--- config.mk ---
export PLATFORM = sky130hd
export DESIGN_NAME = dvi_tmds_encoder
export DESIGN_NICKNAME = d
export VERILOG_FILES = /design/src/rtl/dvi_tmds_encoder.sv
export SDC_FILE = /design/constraint.sdc
export NUM_CORES = 1
export LEC_CHECK = 0
export CORE_MARGIN = 5
export CORE_UTILIZATION = 64
export CTS_BUF_LIST = sky130_fd_sc_hd__clkbuf_8
export DETAILED_ROUTE_END_ITERATION = 10
export PLACE_DENSITY = 0.88
export SYNTH_ARGS = -nofsm -noshare
export SYNTH_HDL_FRONTEND = slang
export SYNTH_SLANG_ARGS = --single-unit
--- constraint.sdc ---
create_clock -name clk -period 10.35 [get_ports clk]
set_input_delay 1.5525 -clock clk [delete_from_list [all_inputs] [get_ports clk]]
set_output_delay 1.5525 -clock clk [all_outputs]
set_load 0.02 [all_outputs]
--- src/rtl/dvi_tmds_encoder.sv ---
// dvi_tmds_encoder: three-channel DVI TMDS encoder (blue/green/red -> ch 0/1/2).
// Pipeline: input register -> transition-minimised q_m register -> symbol and
// running-disparity register, so symbols appear two edges after sampling.
// Optional macro DVI_TMDS_ENC_REG_OUT_EN adds one more output register stage
// (latency 3) ahead of the serialiser; encoding is identical in both builds.
module dvi_tmds_encoder (
  input  logic       clk,
  input  logic       reset,
  input  logic       rgb_in_vsync,
  input  logic       rgb_in_hsync,
  input  logic       rgb_in_de,
  input  logic [7:0] rgb_in_data_b,
  input  logic [7:0] rgb_in_data_g,
  input  logic [7:0] rgb_in_data_r,
  output logic [9:0] tmds_data_0,
  output logic [9:0] tmds_data_1,
  output logic [9:0] tmds_data_2,
  output logic       tmds_de
);

  localparam logic [9:0] CTRL_00 = 10'h354;
  localparam logic [9:0] CTRL_01 = 10'h0AB;
  localparam logic [9:0] CTRL_10 = 10'h154;
  localparam logic [9:0] CTRL_11 = 10'h2AB;

  function automatic logic [3:0] ones8(input logic [7:0] v);
    logic [3:0] n;
    n = '0;
    for (int i = 0; i < 8; i++) n = n + {3'b000, v[i]};
    return n;
  endfunction

  // XOR or XNOR chaining, whichever yields fewer transitions; bit 8 flags XOR.
  function automatic logic [8:0] min_trans(input logic [7:0] d);
    logic [3:0] n1;
    logic       use_xnor;
    logic [8:0] q;
    n1       = ones8(d);
    use_xnor = (n1 > 4'd4) || ((n1 == 4'd4) && !d[0]);
    q        = '0;
    q[0]     = d[0];
    for (int i = 1; i < 8; i++) q[i] = use_xnor ? ~(q[i-1] ^ d[i]) : (q[i-1] ^ d[i]);
    q[8]     = ~use_xnor;
    return q;
  endfunction

  logic de_s1_q, de_s2_q, de_s3_q;

  // de travels alongside the channel data through all three stages
  always_ff @(posedge clk) begin
    if (reset) begin
      de_s1_q <= 1'b0;
      de_s2_q <= 1'b0;
      de_s3_q <= 1'b0;
    end else begin
      de_s1_q <= rgb_in_de;
      de_s2_q <= de_s1_q;
      de_s3_q <= de_s2_q;
    end
  end

  genvar gi;
  generate
    for (gi = 0; gi < 3; gi++) begin : g_ch
      logic [7:0]        data_in;
      logic [1:0]        ctrl_in;
      logic [7:0]        data_s1_q;
      logic [1:0]        ctrl_s1_q, ctrl_s2_q;
      logic [8:0]        qm_s2_q;
      logic [9:0]        sym_q, sym_d;
      logic signed [4:0] cnt_q, cnt_d;
      logic signed [5:0] diff, cnt_ext, cnt_sum;

      // Only channel 0 carries sync; the others always send C = 00.
      assign data_in = (gi == 0) ? rgb_in_data_b : ((gi == 1) ? rgb_in_data_g : rgb_in_data_r);
      assign ctrl_in = (gi == 0) ? {rgb_in_vsync, rgb_in_hsync} : 2'b00;

      // Stage 1 samples the inputs; stage 2 holds the transition-minimised word
      always_ff @(posedge clk) begin
        if (reset) begin
          data_s1_q <= '0;
          ctrl_s1_q <= 2'b00;
          ctrl_s2_q <= 2'b00;
          qm_s2_q   <= '0;
        end else begin
          data_s1_q <= data_in;
          ctrl_s1_q <= ctrl_in;
          ctrl_s2_q <= ctrl_s1_q;
          qm_s2_q   <= min_trans(data_s1_q);
        end
      end

      // DC-balance decision on q_m, or control symbol (and disparity clear) in blanking
      always_comb begin
        diff    = $signed({1'b0, ones8(qm_s2_q[7:0]), 1'b0}) - 6'sd8;  // N1 - N0
        cnt_ext = {cnt_q[4], cnt_q};
        cnt_sum = cnt_ext;
        sym_d   = CTRL_00;
        if (!de_s2_q) begin
          unique case (ctrl_s2_q)
            2'b01:   sym_d = CTRL_01;
            2'b10:   sym_d = CTRL_10;
            2'b11:   sym_d = CTRL_11;
            default: sym_d = CTRL_00;
          endcase
          cnt_sum = '0;
        end else if ((cnt_q == 5'sd0) || (diff == 6'sd0)) begin
          sym_d   = {~qm_s2_q[8], qm_s2_q[8], qm_s2_q[8] ? qm_s2_q[7:0] : ~qm_s2_q[7:0]};
          cnt_sum = qm_s2_q[8] ? (cnt_ext + diff) : (cnt_ext - diff);
        end else if ((!cnt_q[4] && (diff > 6'sd0)) || (cnt_q[4] && (diff < 6'sd0))) begin
          sym_d   = {1'b1, qm_s2_q[8], ~qm_s2_q[7:0]};
          cnt_sum = cnt_ext + (qm_s2_q[8] ? 6'sd2 : 6'sd0) - diff;
        end else begin
          sym_d   = {1'b0, qm_s2_q[8], qm_s2_q[7:0]};
          cnt_sum = cnt_ext - (qm_s2_q[8] ? 6'sd0 : 6'sd2) + diff;
        end
        cnt_d = cnt_sum[4:0];
      end

      // Stage 3 registers the symbol and the running disparity
      always_ff @(posedge clk) begin
        if (reset) begin
          sym_q <= CTRL_00;
          cnt_q <= 5'sd0;
        end else begin
          sym_q <= sym_d;
          cnt_q <= cnt_d;
        end
      end
    end
  endgenerate

`ifdef DVI_TMDS_ENC_REG_OUT_EN
  logic [9:0] out0_q, out1_q, out2_q;
  logic       de_out_q;

  // Extra retiming stage ahead of the serialiser
  always_ff @(posedge clk) begin
    if (reset) begin
      out0_q   <= CTRL_00;
      out1_q   <= CTRL_00;
      out2_q   <= CTRL_00;
      de_out_q <= 1'b0;
    end else begin
      out0_q   <= g_ch[0].sym_q;
      out1_q   <= g_ch[1].sym_q;
      out2_q   <= g_ch[2].sym_q;
      de_out_q <= de_s3_q;
    end
  end

  assign tmds_data_0 = out0_q;
  assign tmds_data_1 = out1_q;
  assign tmds_data_2 = out2_q;
  assign tmds_de     = de_out_q;
`else
  assign tmds_data_0 = g_ch[0].sym_q;
  assign tmds_data_1 = g_ch[1].sym_q;
  assign tmds_data_2 = g_ch[2].sym_q;
  assign tmds_de     = de_s3_q;
`endif

endmodule

# Word-level counts from Yosys, hierarchy flattened
# Index checks and enable logic that the tools add are counted.
[op_classes] n_addsub=63 n_mul=0 div=0 n_lt_le_gt_ge=9 n_eq_ne=6 shifts=0 muxes=47 bitwise=52 n_reduce_logical=31
[op_table] cell="$add 4x1->4" n=24
[op_table] cell="$mux 10" n=7
[op_table] cell="$mux 5" n=9
[op_table] cell="$add 5x5->5" n=6
[op_table] cell="$pmux 10 s3" n=1
[op_table] cell="$sub 5x5->5" n=6
[op_table] cell="$not 1->1" n=28
[op_table] cell="$add 3x1->4" n=6
[op_table] cell="$mux 8" n=3
[op_table] cell="$not 8->8" n=3
[op_table] cell="$mux 1" n=21
[op_table] cell="$xor 1x1->1" n=21
[op_table] cell="$add 2x1->3" n=6
[op_table] cell="$gt 6x1->1 const B" n=3
[op_table] cell="$logic_not 6->1" n=3
[op_table] cell="$lt 6x1->1 const B" n=3
[op_table] cell="$sub 5x4->6 const B" n=3
[op_table] cell="$add 5x3->5" n=3
[op_table] cell="$logic_not 5->1" n=3
[op_table] cell="$sub 5x3->5" n=3
[op_table] cell="$add 1x1->2" n=6
[op_table] cell="$eq 4x3->1 const B" n=3
[op_table] cell="$gt 4x3->1 const B" n=3
[op_table] cell="$mux 2" n=6
[op_table] cell="6 further kinds" n=28
[totals] register_bits=103 latchBits=0 ramBits=0 mem_bits_ro=0 in_bits=29 word_cells=225 n_memories=0

# Longest topological paths before layout
[depth] depth_word=29 mapped_depth=18

# Worst setup path after synthesis
# OpenSTA, ideal clock, no wires.
[synth_path] path_type="reg-to-reg" from="register g_ch[1].qm_s2_q[0]" to="register g_ch[1].cnt_q[4]" arrival_ps=4144 t_required_ps=10204 slack_ps=6059 path_stages_with_launch=18 synth_period_minus_slack_ps=4291 path_cell_list="dfxtp_1 > fa_1 > inv_1 > fa_1 > fa_1 > inv_1 > ha_1 > fa_1 > inv_1 > ha_1 > mux2_2 > ha_1 > a21o_1 > a21oi_1 > xnor2_1 > nor4b_1 > a21oi_1 > o311ai_0"
[synth_via] elab_chain_len=13
[synth_rtl] element="from (decl)" line="69" text="logic [8:0] qm_s2_q;"
[synth_rtl] element="from (signal assigned)" line="89" text="qm_s2_q <= min_trans(data_s1_q);"
[synth_rtl] element="$add 1x1->2 *" line="29" text="for (int i = 0; i < 8; i++) n = n + {3'b000, v[i]};"
[synth_rtl] element="$add 2x1->3 *" line="29"
[synth_rtl] element="$add 3x1->4 *" line="29"
[synth_rtl] element="$add 4x1->4 * (4 in series)" line="29"
[synth_rtl] element="$sub 5x4->6 *" line="95" text="diff = $signed({1'b0, ones8(qm_s2_q[7:0]), 1'b0}) - 6'sd8;"
[synth_rtl] element="$gt 6x1->1 / $lt 6x1->1 (equally long branches)" line="110" text="end else if ((!cnt_q[4] && (diff > 6'sd0)) || (cnt_q[4] && (diff < 6'sd0))) begin"
[synth_rtl] element="$logic_and 1x1->1" line="110"
[synth_rtl] element="$logic_or 1x1->1" line="110"
[synth_rtl] element="$mux 5" line="110"
[synth_rtl] element="$mux 5 *" line="107" text="end else if ((cnt_q == 5'sd0) || (diff == 6'sd0)) begin"
[synth_rtl] element="to (signal assigned)" line="127" text="cnt_q <= cnt_d;"
[synth_rtl] element="to (decl)" line="71" text="logic signed [4:0] cnt_q, cnt_d;"
# Every way passes the cells marked *; elsewhere a longest branch is shown, timed or not.
# A chain may end at the register's enable or synchronous reset.

# Worst setup path in the final report
[layout_path] from="register g_ch[1].qm_s2_q[0]" to="register g_ch[1].sym_q[2] (netlist: tmds_data_1[2])"
[layout_via] elab_chain_len=13
[layout_rtl] element="$add 1x1->2 *" line="29"
[layout_rtl] element="$add 2x1->3 *" line="29"
[layout_rtl] element="$add 3x1->4 *" line="29"
[layout_rtl] element="$add 4x1->4 * (4 in series)" line="29"
[layout_rtl] element="$sub 5x4->6 *" line="95"
[layout_rtl] element="$gt 6x1->1 / $lt 6x1->1 (equally long branches)" line="110"
[layout_rtl] element="$logic_and 1x1->1" line="110"
[layout_rtl] element="$logic_or 1x1->1" line="110"
[layout_rtl] element="$mux 10" line="110"
[layout_rtl] element="$mux 10 *" line="107"
[layout_rtl] element="to (signal assigned)" line="126" text="sym_q <= sym_d;"
[layout_rtl] element="to (decl)" line="70" text="logic [9:0] sym_q, sym_d;"
# Marks and branches as above.

==> out/qor.yml <==
status: "complete, no violations"
rsz0062_at_grt: "false"
crit_path_frequent_cell: "fa_1"
crit_arrival_ns: 5.09
synth.distinct_cells: 40
grt_pass1_vias: 4538
coreArea_um2: 9280
fin_area_um2: 7010
power_density_nw_per_um2: 331
clockRootBuffer: "clkbuf_8"
required_ns: 10.58
track_usage: 0.222
syn_area_per_cell_um2: 9.71
worst_slew_pin_slew_ns: 1.01
hold_buffers: 0
firstDrtPassIters: 6
netlist_instances: 628
grt_pass1_wl_um: 20700
synthFlopType: "dfxtp_1"
post_cts.repair.setup_buffers: 0
post_cts_resized: 0
place_area_um2: 6790
cts_max_level: 3
fin_crit_sh: 0.470
dp_hpwl_um: 9450
synth_area_um2: 6100
hold_end: "g_ch[0].ctrl_s2_q[1]"
period_needed_ns: 4.86
hold_depth: 1
clock_latency_ns: 0.36
hold_path_class: "flip-flop to flip-flop"
cts.sinks: 100
setup_violations: 0
synthArstFlopShare: 0
r2r-end: "tmds_data_1[2]"
utilization: 0.755
cts_made_buffers: 9
slowest_delay_ns: 0.83
yosysSeqAreaShare: 0.328
r2r_start: "g_ch[1].qm_s2_q[0]"
worstHoldStart: "g_ch[0].ctrl_s1_q[1]"
cts_max_path_buffers: 2
crit_chain: "fa_1, inv_1, fa_1, fa_1, inv_1, ha_1, fa_1, xor2_1, inv_1, ha_1, a21o_1, a22oi_1, xor2_1, nand2_1"
critical_path_class: "flip-flop to flip-flop"
met2_usage: 0.397
avgViaCountPerCell: 5.17
gp_congestion: 0.899
antenna_cells_inserted: 0
die_w_um: 108
setup-tns-final_ns: 0
skew_ns: 0.00713
hold_viol_final: 0
end_kind: "flip-flop"
startpoint_type: "flip-flop"
leakage_uw: 0.00318
synth-edff-count: 0
place_inst: 803
initialDrtViolationCount: 166
cpMaxStageDelayCell: "a22oi_1"
grt_use_met1: 0.271
slew_violations: 0
grt_start_max_net_pins: 63
grt_overflow_total: 0
antenna_found_initial: 0
path_max_fanout: 9
synth-seq-cells: 100
ant_nets: 0
cts_tree: "done"
layout-drive-gt1-share: 0.0362
start_util: 0.657
area_growth_pct: 14.9
reg2reg_depth: 14
max_cap_viol_count: 0
stdcell_count: 819
fin_nets: 820
ios: 60
peakVddDrop_mv: 0.165
yosysTopAreaCellShare: 0.328
slew_headroom: 0.328
drc_errors: 0
rows: 35
rrSetupSlack_ns: 5.49
wl_per_cell_um: 14.6
wirelength_um: 11900
port_buffers: 59
path_clk_slew_ns: 0.09
synth_warnings: 0
vias: 4236
fmax_ghz: 0.206
fp.dieArea_um2: 11600
synth_area_leaders: "dfxtp_1 33%, ha_1 14%, fa_1 13%, xnor2_1 10%, inv_1 6.3%"
grt-busiest-layer: "met2"
synth_top_cell_by_area: "dfxtp_1"
die_h_um: 108
grt_use_met3: 0.0378
synth_nets: 763
worst max-delay path by stage:
stage                       startpoint               end  slack [ns]  depth (start not counted)
detailed placement  g_ch[1].qm_s2_q[0]    tmds_data_1[2]        5.53                         14
CTS                 g_ch[1].qm_s2_q[0]    tmds_data_1[2]        5.47                         14
global placement    g_ch[1].qm_s2_q[0]    tmds_data_1[6]        5.79                         14
finish              g_ch[1].qm_s2_q[0]    tmds_data_1[2]        5.49                         14
floorplan           g_ch[1].qm_s2_q[0]  g_ch[1].cnt_q[4]        6.06                         17
global route        g_ch[1].qm_s2_q[0]    tmds_data_1[4]        5.17                         14
stage by stage:
step	total power (µW)	hold WS (ns)	setup WS, ns
2_1_floorplan	1680	0.414	6.06
3_3_place_gp	1900	0.416	5.79
3_5_place_dp	2030	0.422	5.53
4_1_cts	2320	0.443	5.47
5_1_grt	2540	0.471	5.17
6_report	2320	0.441	5.49
area by class of cell:
cell class | instances | area (µm²)
clock buffer | 11 | 151
clock inverter | 5 | 66.3
fill | 605 | 2270
inverter | 103 | 387
multi-input combinational | 411 | 3650
sequential | 100 | 2000
tap | 129 | 161
timing repair buffer | 60 | 593
layer usage:
metal / share of wire / wire length [µm]
met2: 0.53 / 6290
met4: 0.015 / 179
met3: 0.050 / 597
met1: 0.41 / 4860
met5: 0 / 0
synth_stat cells, types with 2 or more instances:
| cell type | number |
|---|---|
| nand4_1 | 3 |
| dfxtp_1 | 100 |
| fa_1 | 39 |
| ha_1 | 67 |
| xor2_1 | 16 |
| mux2i_1 | 8 |
| xnor2_1 | 73 |
| nor2b_1 | 31 |
| o21ai_0 | 4 |
| clkbuf_1 | 12 |
| xnor3_1 | 2 |
| o21ai_2 | 2 |
| nand3_1 | 2 |
| mux2_2 | 2 |
| o21a_1 | 2 |
| o22ai_1 | 3 |
| o211ai_1 | 3 |
| nor2_1 | 59 |
| nor4_1 | 3 |
| a21oi_1 | 19 |
| nand2_1 | 22 |
| a211oi_1 | 7 |
| a211o_1 | 2 |
| nand2b_1 | 5 |
| nor3_1 | 6 |
| or4_1 | 3 |
| a31oi_1 | 5 |
| a21o_1 | 10 |
| inv_1 | 103 |
| o21ai_1 | 5 |
cell families (layout without fill, tap and decap cells):
kind of cell	Yosys count	in the layout	share of synthesized area
flops	100	100	0.328
compound gates	66	66	0.0708
simple gates	137	137	0.107
xor+xnor	91	91	0.135
buf+inv	117	179	0.0734
mux	11	11	0.0205
fa+ha+maj	106	106	0.265
sequential cells by signal, summed over array words and instances, names as in the netlist, 2 cells and up:
name,cells
g_ch.qm_s2_q,27
g_ch.data_s1_q,24
g_ch.cnt_q,12
tmds_data_0,10
tmds_data_1,10
tmds_data_2,10
g_ch.ctrl_s1_q,2
g_ch.ctrl_s2_q,2
worst max-delay path, delay by kind of cell, from the launching register on:
kind | cells | cell delay (ns)
adders and majority gates | 6 | 2.36
and+or+nand+nor | 1 | 0.07
DFF | 1 | 0.36
buffers and inverters | 3 | 0.20
AOI/OAI and AO/OA | 2 | 1.08
xor gates and xnor gates | 2 | 0.67
cell usage in the layout (no fill, tap or decap), types with 2 or more instances in the layout:
cell / netlist / layout
a21o_1: 10 / 10
dfxtp_1: 100 / 100
inv_6: 0 / 2
xnor2_1: 73 / 73
a21oi_1: 19 / 19
nor4_1: 3 / 3
a211o_1: 2 / 2
fa_1: 39 / 39
xnor3_1: 2 / 2
ha_1: 67 / 67
a211oi_1: 7 / 7
o21a_1: 2 / 2
nor2b_1: 31 / 31
nand3_1: 2 / 2
o21ai_0: 4 / 4
a31oi_1: 5 / 5
o21ai_2: 2 / 2
inv_1: 103 / 103
mux2_2: 2 / 2
nand2_1: 22 / 22
o21ai_1: 5 / 5
nand4_1: 3 / 3
xor2_1: 16 / 16
o22ai_1: 3 / 3
nor2_1: 59 / 59
nand2b_1: 5 / 5
nor3_1: 6 / 6
o211ai_1: 3 / 3
clkdlybuf4s50_1: 0 / 58
or4_1: 3 / 3
mux2i_1: 8 / 8
clkbuf_8: 0 / 11
power breakdown:
group	switching, µW	total [µW]	leakage (µW)	internal [µW]
Sequential	34.7	461	0.000824	426
Combinational	892	1590	0.00225	700
Clock	137	265	0.000108	128
Total	1060	2320	0.00318	1250
(Power assumes the default switching activity.)
